`config.mk`:
```
export PLATFORM = sky130hd
export DESIGN_NAME = ct_lsu_idalloc_8
export DESIGN_NICKNAME = d
export VERILOG_FILES = /design/src/rtl/ct_lsu_idalloc_8.sv
export SDC_FILE = /design/constraint.sdc
export NUM_CORES = 1
export LEC_CHECK = 0
export CORE_MARGIN = 4
export CORE_UTILIZATION = 42
export DETAILED_ROUTE_END_ITERATION = 16
export PLACE_DENSITY = 0.75
export SETUP_SLACK_MARGIN = 0.1
export SYNTH_ARGS = -nofsm -noshare
export SYNTH_HDL_FRONTEND = slang
export SYNTH_SLANG_ARGS = --single-unit
```
`constraint.sdc`:
```
create_clock -name vclk -period 1.32
set_input_delay 0.132 -clock vclk [all_inputs]
set_output_delay 0.132 -clock vclk [all_outputs]
set_load 0.01 [all_outputs]
```
`src/rtl/ct_lsu_idalloc_8.sv`:
```
// Lowest-free ID allocator for the LSU 8-entry ID FIFO, with a gated local clock.
// Grant is combinational from the busy register; busy/free_cnt/err update one edge later.

// Purpose: latch-based clock gate; the enable is captured while clk_in is low.
// Latency: none; clk_out follows clk_in whenever the latched enable is set.
// Backpressure: none; purely a clock gate.
module gated_clk_cell (
   input  logic clk_in,
   input  logic global_en,
   input  logic module_en,
   input  logic local_en,
   input  logic external_en,
   input  logic pad_yy_icg_scan_en,
   output logic clk_out
);
   logic clk_en_bf_latch;
   logic clk_en;

   assign clk_en_bf_latch = (global_en & (module_en | local_en)) | external_en;

   always_latch begin
      if (!clk_in)
         clk_en = clk_en_bf_latch | pad_yy_icg_scan_en;
   end

   assign clk_out = clk_in & clk_en;
endmodule

// Purpose: free-list allocator issuing the lowest free 3-bit ID; one-hot multi-ID release.
// Latency: grant and ID are zero-latency; a released ID is allocatable the next cycle.
// Backpressure: grant drops while full; there is no queuing and the requester retries.
module ct_lsu_idalloc_8 (
   input  logic       forever_cpuclk,
   input  logic       cpurst_b,
   input  logic       cp0_lsu_icg_en,
   input  logic       cp0_yy_clk_en,
   input  logic       pad_yy_icg_scan_en,
   input  logic       idalloc_alloc_req,
   output logic       idalloc_alloc_gnt,
   output logic [2:0] idalloc_alloc_id,
   output logic [7:0] idalloc_alloc_id_oh,
   input  logic       idalloc_release_vld,
   input  logic [7:0] idalloc_release_id_oh,
   output logic [7:0] idalloc_busy,
   output logic [3:0] idalloc_free_cnt,
   output logic       idalloc_full,
   output logic       idalloc_all_free,
   output logic       idalloc_err_double_free
);
   localparam int ENTRY = 8;
   localparam int ID_W  = 3;

   logic             idalloc_clk;
   logic             idalloc_clk_en;
   logic [ENTRY-1:0] busy;
   logic [3:0]       free_cnt;
   logic             err_double_free;
   logic [ID_W-1:0]  sel_id;
   logic [ENTRY-1:0] sel_oh;
   logic [ENTRY-1:0] rel_raw;
   logic [ENTRY-1:0] rel_mask;
   logic [ENTRY-1:0] busy_nxt;
   logic [3:0]       busy_pop;
   logic [3:0]       free_cnt_nxt;
   logic             dbl_nxt;
   logic             gnt;

   // Reset must always see an edge, and a pending error pulse needs one more edge to clear.
   assign idalloc_clk_en = idalloc_alloc_req | idalloc_release_vld
                         | err_double_free | ~cpurst_b;

   gated_clk_cell x_idalloc_gated_clk (
      .clk_in             (forever_cpuclk),
      .global_en          (cp0_yy_clk_en),
      .module_en          (cp0_lsu_icg_en),
      .local_en           (idalloc_clk_en),
      .external_en        (1'b0),
      .pad_yy_icg_scan_en (pad_yy_icg_scan_en),
      .clk_out            (idalloc_clk)
   );

   // Scanning downward leaves the lowest free index; stays 0 when everything is busy.
   always_comb begin
      sel_id = '0;
      for (int i = ENTRY - 1; i >= 0; i--) begin
         if (!busy[i])
            sel_id = i[ID_W-1:0];
      end
   end

   assign gnt    = idalloc_alloc_req & ~idalloc_full;
   assign sel_oh = (ENTRY'(1) << sel_id) & {ENTRY{gnt}};

   // Only busy IDs are released; a free one (including the one granted now) is a double free.
   assign rel_raw  = idalloc_release_vld ? idalloc_release_id_oh : '0;
   assign rel_mask = rel_raw & busy;
   assign dbl_nxt  = |(rel_raw & ~busy);
   assign busy_nxt = (busy & ~rel_mask) | sel_oh;

   always_comb begin
      busy_pop = '0;
      for (int i = 0; i < ENTRY; i++)
         busy_pop = busy_pop + {3'b000, busy_nxt[i]};
      free_cnt_nxt = 4'(ENTRY) - busy_pop;
   end

   always_ff @(posedge idalloc_clk) begin
      if (!cpurst_b) begin
         busy            <= '0;
         free_cnt        <= 4'(ENTRY);
         err_double_free <= 1'b0;
      end else begin
         busy            <= busy_nxt;
         free_cnt        <= free_cnt_nxt;
         err_double_free <= dbl_nxt;
      end
   end

   assign idalloc_alloc_gnt       = gnt;
   assign idalloc_alloc_id        = sel_id;
   assign idalloc_alloc_id_oh     = sel_oh;
   assign idalloc_busy            = busy;
   assign idalloc_free_cnt        = free_cnt;
   assign idalloc_full            = (free_cnt == 4'd0);
   assign idalloc_all_free        = (free_cnt == 4'(ENTRY));
   assign idalloc_err_double_free = err_double_free;
endmodule

```
## Yosys cells after proc, flatten, opt, wreduce, memory -nomap -nowiden

Index checks and enable logic that the tools add are counted.

- Bits in registers: 13
- Logic and storage cells: 43
- Bits in latches: 1
- Input port bits: 15

- Reduce and logical (&&, ||, !) cells: 2
- $add $sub $neg: 8
- Bitwise logic cells: 17
- Equal/unequal tests: 1
- Mux-type cells: 10
- Shift operators: 1

Operator list:

| operator | count |
|---|---|
| bitwise AND 8 bit | 4 |
| 2-to-1 mux 3 bit | 8 |
| adder 4 x 1 -> 4 bit | 4 |
| NOT 8 bit | 2 |
| 2-to-1 mux 8 bit | 1 |
| bitwise OR 8 bit | 1 |
| OR reduction 8 bit | 1 |
| left shift 1 x 3 -> 8 bit (first input constant) | 1 |
| bitwise OR 1 bit | 5 |
| adder 3 x 1 -> 4 bit | 1 |
| == test 4 bit (second input constant) | 1 |
| logical NOT 4 bit | 1 |
| subtractor 4 bit (first input constant) | 1 |
| adder 2 x 1 -> 3 bit | 1 |
| bitwise AND 1 bit | 3 |
| adder 1 x 1 -> 2 bit | 1 |
| NOT 1 bit | 2 |
| 2-to-1 mux 1 bit | 1 |

## Logic depth before layout (Yosys ltp)

Gate-level depths: netlist of the first run.

- Depth after elaboration: 19
- Depth in mapped cells: 14

## Cells and area by module

A second synthesis of the first run with hierarchy kept.

- Cells, all modules: 123
- Area, all modules: 1013.5 um2

By module, submodules not included:

| module | cells each | times used | area an instance (um2) |
|---|---|---|---|
| ct_lsu_idalloc_8 | 118 | 1 | 979.7 |
| gated_clk_cell | 5 | 1 | 33.8 |

==> results.md, run 1 <==
- The global-route wire length before repair is 4.87 mm.
- In this run the worst path has a maximum fanout of 3.
- Of the cells placed in the final design, the portion with a size suffix greater than 1 is 15.8%.
- The clock period minus final worst setup slack is 1280 ps.
- The leading cell type by number of instances after synthesis is sky130_fd_sc_hd__inv_1.
- The top cell type by area accounts for 26.1% of the synthesized area.
- The critical path crosses 5 cells after its start point.
- The worst path uses 96.8% of the clock period.
- Global routing used 18.3% of the available tracks across all layers.
- The data required time of the worst path is about 1200 ps.
- The count of fill cells added during filler insertion is ~200.
- The number of antenna violations at the first check in global routing was 0.
- The number of warnings reported in the yosys synthesis log is 0.
- The max-slew violation count was 0.
- In this run, the clock network consumes 0% of the power.
- The total routed wirelength is 3.02 mm.
- The net count of the mapped netlist is 148.
- Static timing analysis puts the maximum clock frequency at 783 MHz.
- The critical path goes through buf_6 -> or2b_4 -> or4_4 -> nor2_1 -> buf_2.
- For this run, asynchronously set or reset flops after synthesis account for 0%.
- The layout overhead on the synthesized area is 47.9%.
- The number of vias per cell is 5.67.
- Setup repair after global routing could not meet its margin everywhere.
- The timer found 14 register pins that no clock reaches; their paths are not timed.
- For the pin with the worst max-slew slack, the measured transition is 672 ps.
- The length of the first detailed-routing pass in iterations is 4.
- The mean area per synthesized cell is between 7 and 8 um2.
- The number of enable flip-flop cells after synthesis is 0.
- Synthesis inferred 14 register bits.
- The cell count after synthesis came out at 125.
- The horizontal die dimension is 56.8 um.
- Cell internal power was estimated by the tool at between 0.1 and 0.15 mW.
- The via count of the first global-routing pass came to about 1,100.
- The family with the most delay on the worst path is simple AND/OR/NAND/NOR gates.
- Power spread over the standard cell area amounts to 140 nW/um2.
- The largest individual stage delay along the critical path comes from the cell sky130_fd_sc_hd__or4_4.
- Sequential cells account for 15.6% of the total power.
- In this run the power spent charging and discharging nets is about 0.084 mW.
- The floorplan has 17 rows.
- The initial detailed-routing violation count is 29.
- The count of endpoints without a timing constraint is 32.
- The number of setup violations in the final report is 0.
- The net count of the finished layout is 196.
- At the end of routability-driven placement, the weighted congestion stood at 0.910.
- Of all cell types, the one taking the most synthesized area is sky130_fd_sc_hd__dfxtp_1.
- The number of remaining DRC errors is 0.
- The count of nets left with antenna violations once routing finished came out at 0.
- The final-report hold violation count is 0.
- STA puts the critical path data arrival time at around 1200 ps.
- The die covers about 3200 um2.
- STA classifies the critical path startpoint as an input pin.
- The endpoint kind of the worst setup timing path is an output port.
- Sorting the synthesized cells by area gives the leading types as sky130_fd_sc_hd__dfxtp_1 (26%), sky130_fd_sc_hd__fa_1 (8.0%), sky130_fd_sc_hd__inv_1 (6.0%).
- The total of buffers placed on input and output ports is 42.
- At the end of the flow the core is filled with cells to 66.1%.
- VDD sags by at most ~0.077 mV.
- The routed layout has 1,129 vias.
- After detailed routing, the average wire length per cell comes to 15.2 um.
- The headroom to the max-slew limit is a little over half.
- Entering global routing, the biggest net connects 17 pins.
- The path with the worst hold slack has its endpoint at idalloc_alloc_id_oh[2].
- The leakage dissipation is 0.608 nW.
- The total overflow left after global routing is 0.
- The combinational share of power is 84.4%.
- The commonest cells after synthesis are sky130_fd_sc_hd__inv_1 (16), sky130_fd_sc_hd__nand2_1 (15), sky130_fd_sc_hd__dfxtp_1 (13), sky130_fd_sc_hd__a21oi_1 (9), sky130_fd_sc_hd__nor2_1 (9).
- The number of antenna diodes is 0.
- The area of the mapped netlist is 998 um2.
- The count of pins on the block boundary is 42.
- The worst min-delay path category is in2out.
- The switching portion of total power is 40.6%.
- The number of library cell types mapped by synthesis is 38.
- The starting density of the core is 44.7%.
- The buffer and inverter count on the worst path is 2.
- The most used flip-flop cell after synthesis is sky130_fd_sc_hd__dfxtp_1.
- The core region is 2230 um2.
- The number of max-cap violations is 0.
- The flow ran to the end, and the final reports show no timing, DRC or antenna violations.
- The total half-perimeter wirelength after legalization and detailed placement is 2.36 mm.
- The power after layout is 0.206 mW.
- The vertical die dimension is 56.8 um.
- The setup path with the least slack is of type in2out.
- The hold-critical path depth is 5.
- In this design, the stage delay of the slowest critical-path cell is 440 ps.
- The startpoint identified for the worst hold timing path is idalloc_alloc_req.
[per-layer routing]
metal | track usage, % | wire length, um
met1 | 23.0 | 1180
met2 | 35.1 | 1540
met3 | 1.15 | 284
met4 | 1.66 | 14
met5 | 0 | 0
[layout make-up]
cell class / count / area, um2 / share of cell area [%]
multi-input combinational: 91 / 653 / 44.2
timing repair buffer: 50 / 453 / 30.7
sequential: 14 / 275 / 18.6
inverter: 16 / 60.1 / 4.07
tap: 28 / 35.0 / 2.37
[worst max-delay path by stage]
stage	startpoint	end	slack (ps)
after global placement	idalloc_alloc_req	idalloc_alloc_id_oh[4]	-840
after global routing	idalloc_alloc_req	idalloc_alloc_id_oh[2]	10
after detailed placement	idalloc_alloc_req	idalloc_alloc_id_oh[2]	-860
final	idalloc_alloc_req	idalloc_alloc_id_oh[3]	40
after CTS	idalloc_alloc_req	idalloc_alloc_id_oh[2]	-50
after floorplan	idalloc_alloc_req	idalloc_alloc_id_oh[2]	130
[power by group through the flow]
stage / registers, mW / logic [mW] / clock network, mW
after floorplan: 0.0334 / 0.0732 / 0
after global placement: 0.0318 / 0.165 / 0
after detailed placement: 0.0320 / 0.168 / 0
after CTS: 0.0321 / 0.173 / 0
after global routing: 0.0328 / 0.190 / 0
final: 0.0321 / 0.174 / 0
[cells in the final DEF (no fill, tap or decap), drive strengths merged]
master	netlist	layout
o21a	2	2
nand2b	2	2
o22ai	2	2
clkdlybuf4s50	0	32
nor3	2	2
a2bb2oi	1	1
inv	16	16
dlxtn	1	1
a221oi	1	1
nand3	2	2
nor4	1	1
nor2b	1	1
a21o	1	1
a31o	2	2
a31oi	4	4
a21oi	9	9
buf	2	16
dlygate4sd2	0	1
a22o	1	1
nor2	9	9
and2	7	7
or2b	1	1
or4	1	1
and3	1	1
ha	4	4
clkbuf	2	1
nand3b	1	1
nor4b	3	3
fa	4	4
nand4	1	1
o21ai	1	1
a22oi	4	4
a32o	1	1
o31ai	5	5
dfxtp	13	13
nand2	15	15
and4	1	1
a21boi	1	1
[what timing repair did]
action / 4_1_cts / 5_1_grt
gates resized for setup: 41 / 4
buffers inserted: 3 / 0
endpoints found under the setup margin: 9 / 7
hold buffers: 0 / 0
pin swaps: 3 / 4
[sequential cells by signal, indices dropped and copies added, names as in the netlist]
register	count
idalloc_busy	8
x_idalloc_gated_clk.clk_en	1
idalloc_free_cnt	4
idalloc_err_double_free	1
[through the flow]
stage	TNS (ps)	std cells	instance area, um2	setup slack, ps	hold slack (ps)
floorplan	0	125	998	130	508
global placement	-6620	196	1460	-842	1490
detailed placement	-6650	196	1460	-856	1490
CTS	-60.8	199	1480	-45.9	858
global route	0	199	1480	12.7	876
finish	0	199	1480	42.6	857
[logic make-up after synthesis]
family	after synthesis	synth area share, %
AND/OR/NAND/NOR	48	26.2
AO/OA/AOI/OAI	35	23.9
buffers and inverters	20	9.27
flip-flops	13	26.1
adder cells (fa/ha/maj)	8	13.0
latches	1	1.50
No activity file was read; power rests on OpenSTA's default activity.
==> run 2: changes to the inputs <==
--- a/config.mk
+++ b/config.mk
@@ -10,6 +10,7 @@
 export DETAILED_ROUTE_END_ITERATION = 16
 export PLACE_DENSITY = 0.75
 export SETUP_SLACK_MARGIN = 0.1
+export SLEW_MARGIN = 0
 export SYNTH_ARGS = -nofsm -noshare
 export SYNTH_HDL_FRONTEND = slang
 export SYNTH_SLANG_ARGS = --single-unit
==> results of run 2 <==
Final layout, timing and power as in run 1 (identical DEF).
==> run 3: changes to the inputs <==
--- a/config.mk
+++ b/config.mk
@@ -8,6 +8,7 @@
 export CORE_MARGIN = 4
 export CORE_UTILIZATION = 42
 export DETAILED_ROUTE_END_ITERATION = 16
+export GPL_TIMING_DRIVEN = 0
 export PLACE_DENSITY = 0.75
 export SETUP_SLACK_MARGIN = 0.1
 export SLEW_MARGIN = 0
==> results.md, run 3 (same netlist as run 1, synthesis figures left out) <==
- The leftover overflow at the end of global routing is 0 (unchanged).
- The arrival time reported for the critical path endpoint is 1150 ps (about the same).
- The peak ir drop on the vdd network is 0.0967 mV (+25%).
- The signal on the critical path passes through buf_6 -> or2b_4 -> or4_4 -> nor2_1 -> buf_2.
- The final non-filler cell total is 201 (+1.0%).
- The largest incremental delay on the critical path is 450 ps (about the same).
- The count of pins on the block boundary is 42 (unchanged).
- The most critical setup path has its endpoint at idalloc_alloc_id_oh[2].
- The headroom to the max-slew limit was 55.0% (about the same).
- The share of post-route cells with drive strength above 1 is 16.8% (+0.97 points).
- The data required time of the worst path was 1190 ps (about the same).
- The count of fill cells added during filler insertion is 184 (-5.6%).
- The endpoint kind of the worst setup timing path is an output port.
- The leakage dissipation is 0.619 nW (+1.7%).
- The global-route wire length before repair is 4.89 mm (+0.43%).
- The critical path depth is 5 (unchanged).
- The worst min-delay path category is in2out.
- The area taken by multi-input logic gates was 653 um2 (unchanged).
- The total routed wirelength is 2.91 mm (-3.7%).
- Setup repair after global routing could not meet its margin everywhere.
- The detailed-route via count is 1,114 (-1.3%).
- The net count reported at finish is 198 (+1.0%).
- The area growth from synthesis to layout is 49.9%.
- The count of endpoints without a timing constraint was 32 (unchanged).
- The number of setup violations in the final report is 0 (unchanged).
- The number of flip-flops under the largest register name was 8 (unchanged).
- The total of buffers placed on input and output ports was 41 (-2.4%).
- The leading cell type in the layout, fill and taps excluded is sky130_fd_sc_hd__clkdlybuf4s50_1.
- The timing startpoint of the critical path is idalloc_alloc_req.
- The startpoint type of the worst setup path is an input pin.
- The weighted congestion at the end of routability-driven global placement was 0.848 (-6.8%).
- The final-report hold violation count is 0 (unchanged).
- The family with the most delay on the worst path is simple AND/OR/NAND/NOR gates.
- The highest clock rate is 780 MHz (-0.41%).
- The maximum number of pins on one net before global-route repair came to 14 (-3).
- The number of core rows is 17 (unchanged).
- The run finished with clean final reports.
- The number of remaining DRC errors is 0 (unchanged).
- The slowest stage of the critical path is the sky130_fd_sc_hd__or4_4 cell.
- The worst-path maximum fanout is 3 (unchanged).
- The buffer and inverter count on the worst path is 2 (unchanged).
- The number of placed instances with taps included is 194 (-1.0%).
- The initial detailed-routing violation count is 50 (+72%).
- The power density over the cells was 136 nW/um2 (-2.4%).
- The starting density of the core is 44.7% (unchanged).
- The number of antenna diodes is 0 (unchanged).
- The number of register pins that no clock reaches came to 14 (unchanged).
- The number of routed nets with antenna violations is 0 (unchanged).
- The number of antenna violations at the first check in global routing was 0 (unchanged).
- The critical path is of the in2out type.
- The overall fraction of global-route tracks in use came to 18.4% (+0.052 points).
- The die area was 3220 um2 (unchanged).
- The horizontal die dimension is 56.8 um (unchanged).
- The clock period minus final worst setup slack came to 1280 ps (+5.21 ps).
- The power after layout is 0.204 mW (-1.1%).
- Leaving out fill and tap cells, the most frequent cells in the layout are sky130_fd_sc_hd__clkdlybuf4s50_1 (31), sky130_fd_sc_hd__nand2_1 (15), sky130_fd_sc_hd__inv_1 (15).
- The transition time of the tightest slew-check pin is 672 ps (-0.204 ps).
- The number of max-cap violations is 0 (unchanged).
- The length of the first detailed-routing pass in iterations is 4 (unchanged).
- The number of vias per cell came to 5.54 (-2.3%).
- The total half-perimeter wirelength after legalization and detailed placement is 2.29 mm (-3.0%).
- The routed length per instance is 14.5 um (-4.7%).
- The final period utilization is 97.2% (+0.39 points).
- The max-slew violation count is 0 (unchanged).
- The vertical die dimension is 56.8 um (unchanged).
- The sequential standard cell area is 275 um2 (unchanged).
- The via count of the first global-routing pass is 1,062 (+1.1%).
- The placeable core region is 2230 um2 (unchanged).
==> run 3: cell types whose count changed in the layout (fill, tap and decap cells not counted) <==
| cell | delta |
|---|---|
| sky130_fd_sc_hd__inv_1 | -1 |
| sky130_fd_sc_hd__buf_4 | +1 |
| sky130_fd_sc_hd__buf_2 | -1 |
| sky130_fd_sc_hd__inv_2 | +1 |
| sky130_fd_sc_hd__clkdlybuf4s50_1 | -1 |
| sky130_fd_sc_hd__clkbuf_8 | +1 |
| sky130_fd_sc_hd__clkdlybuf4s15_1 | +1 |
| sky130_fd_sc_hd__clkbuf_1 | +1 |
==> run 3: area by class of cell <==
cell class | instances | share of cell area, %
Timing Repair Buffer | 48 | 29.4
Inverter | 16 | 4.01
Sequential cell | 14 | 18.4
Multi-Input combinational cell | 91 | 43.6
Buffer | 4 | 2.17
Tap cell | 28 | 2.34
==> run 3: tightest hold or removal path, cell delays in order <==
cell and delay, ps:
sky130_fd_sc_hd__buf_6 90, sky130_fd_sc_hd__or2b_4 220, sky130_fd_sc_hd__or4_4 140, sky130_fd_sc_hd__nor2_2 30, sky130_fd_sc_hd__buf_2 120
==> run 3: stage by stage <==
step           utilization (%)  TNS, ps  area, um2  hold WS, ps  setup slack, ps
3_5_place_dp              64.6    -7080       1440         1440             -984
2_1_floorplan                -        0        998          508              130
5_1_grt                   67.0        0       1500          889             2.16
6_report                  67.0        0       1500          868             37.4
4_1_cts                   66.7    -38.3       1490          861            -26.1
3_3_place_gp              64.6    -7000       1440         1430             -957
==> run 3: worst min path at each step <==
| stage | from | slack, ps | end | cells past startpoint |
|---|---|---|---|---|
| 4_1_cts | idalloc_alloc_req | 860 | idalloc_alloc_id_oh[2] | 5 |
| 2_1_floorplan | idalloc_alloc_req | 510 | idalloc_alloc_gnt | 2 |
| 3_5_place_dp | idalloc_alloc_req | 1440 | idalloc_alloc_gnt | 4 |
| 6_report | idalloc_alloc_req | 870 | idalloc_alloc_id_oh[3] | 5 |
| 3_3_place_gp | idalloc_alloc_req | 1430 | idalloc_alloc_gnt | 4 |
| 5_1_grt | idalloc_alloc_req | 890 | idalloc_alloc_id_oh[3] | 5 |
==> run 3: routing by layer <==
layer  vias to the layer above  GRT usage, %  wire length, um
met5                         -             0                0
met4                         0          4.30               48
met3                         6          1.61              196
met2                        56          31.5             1460
met1                       514          24.8             1200
li1                        538             -                -
==> run 3: where the power goes <==
part	switching, mW	total, mW	internal, mW
sequential	0.00379	0.0317	0.0279
combinational	0.0799	0.172	0.0922
clock	0	0	0
==> run 3: what timing repair did <==
action,in CTS,in global routing
pin swaps,2,4
cloned,0,0
setup buffers,6,1
endpoints found under the setup margin,9,8
resized for setup,35,10
hold buffers,0,0
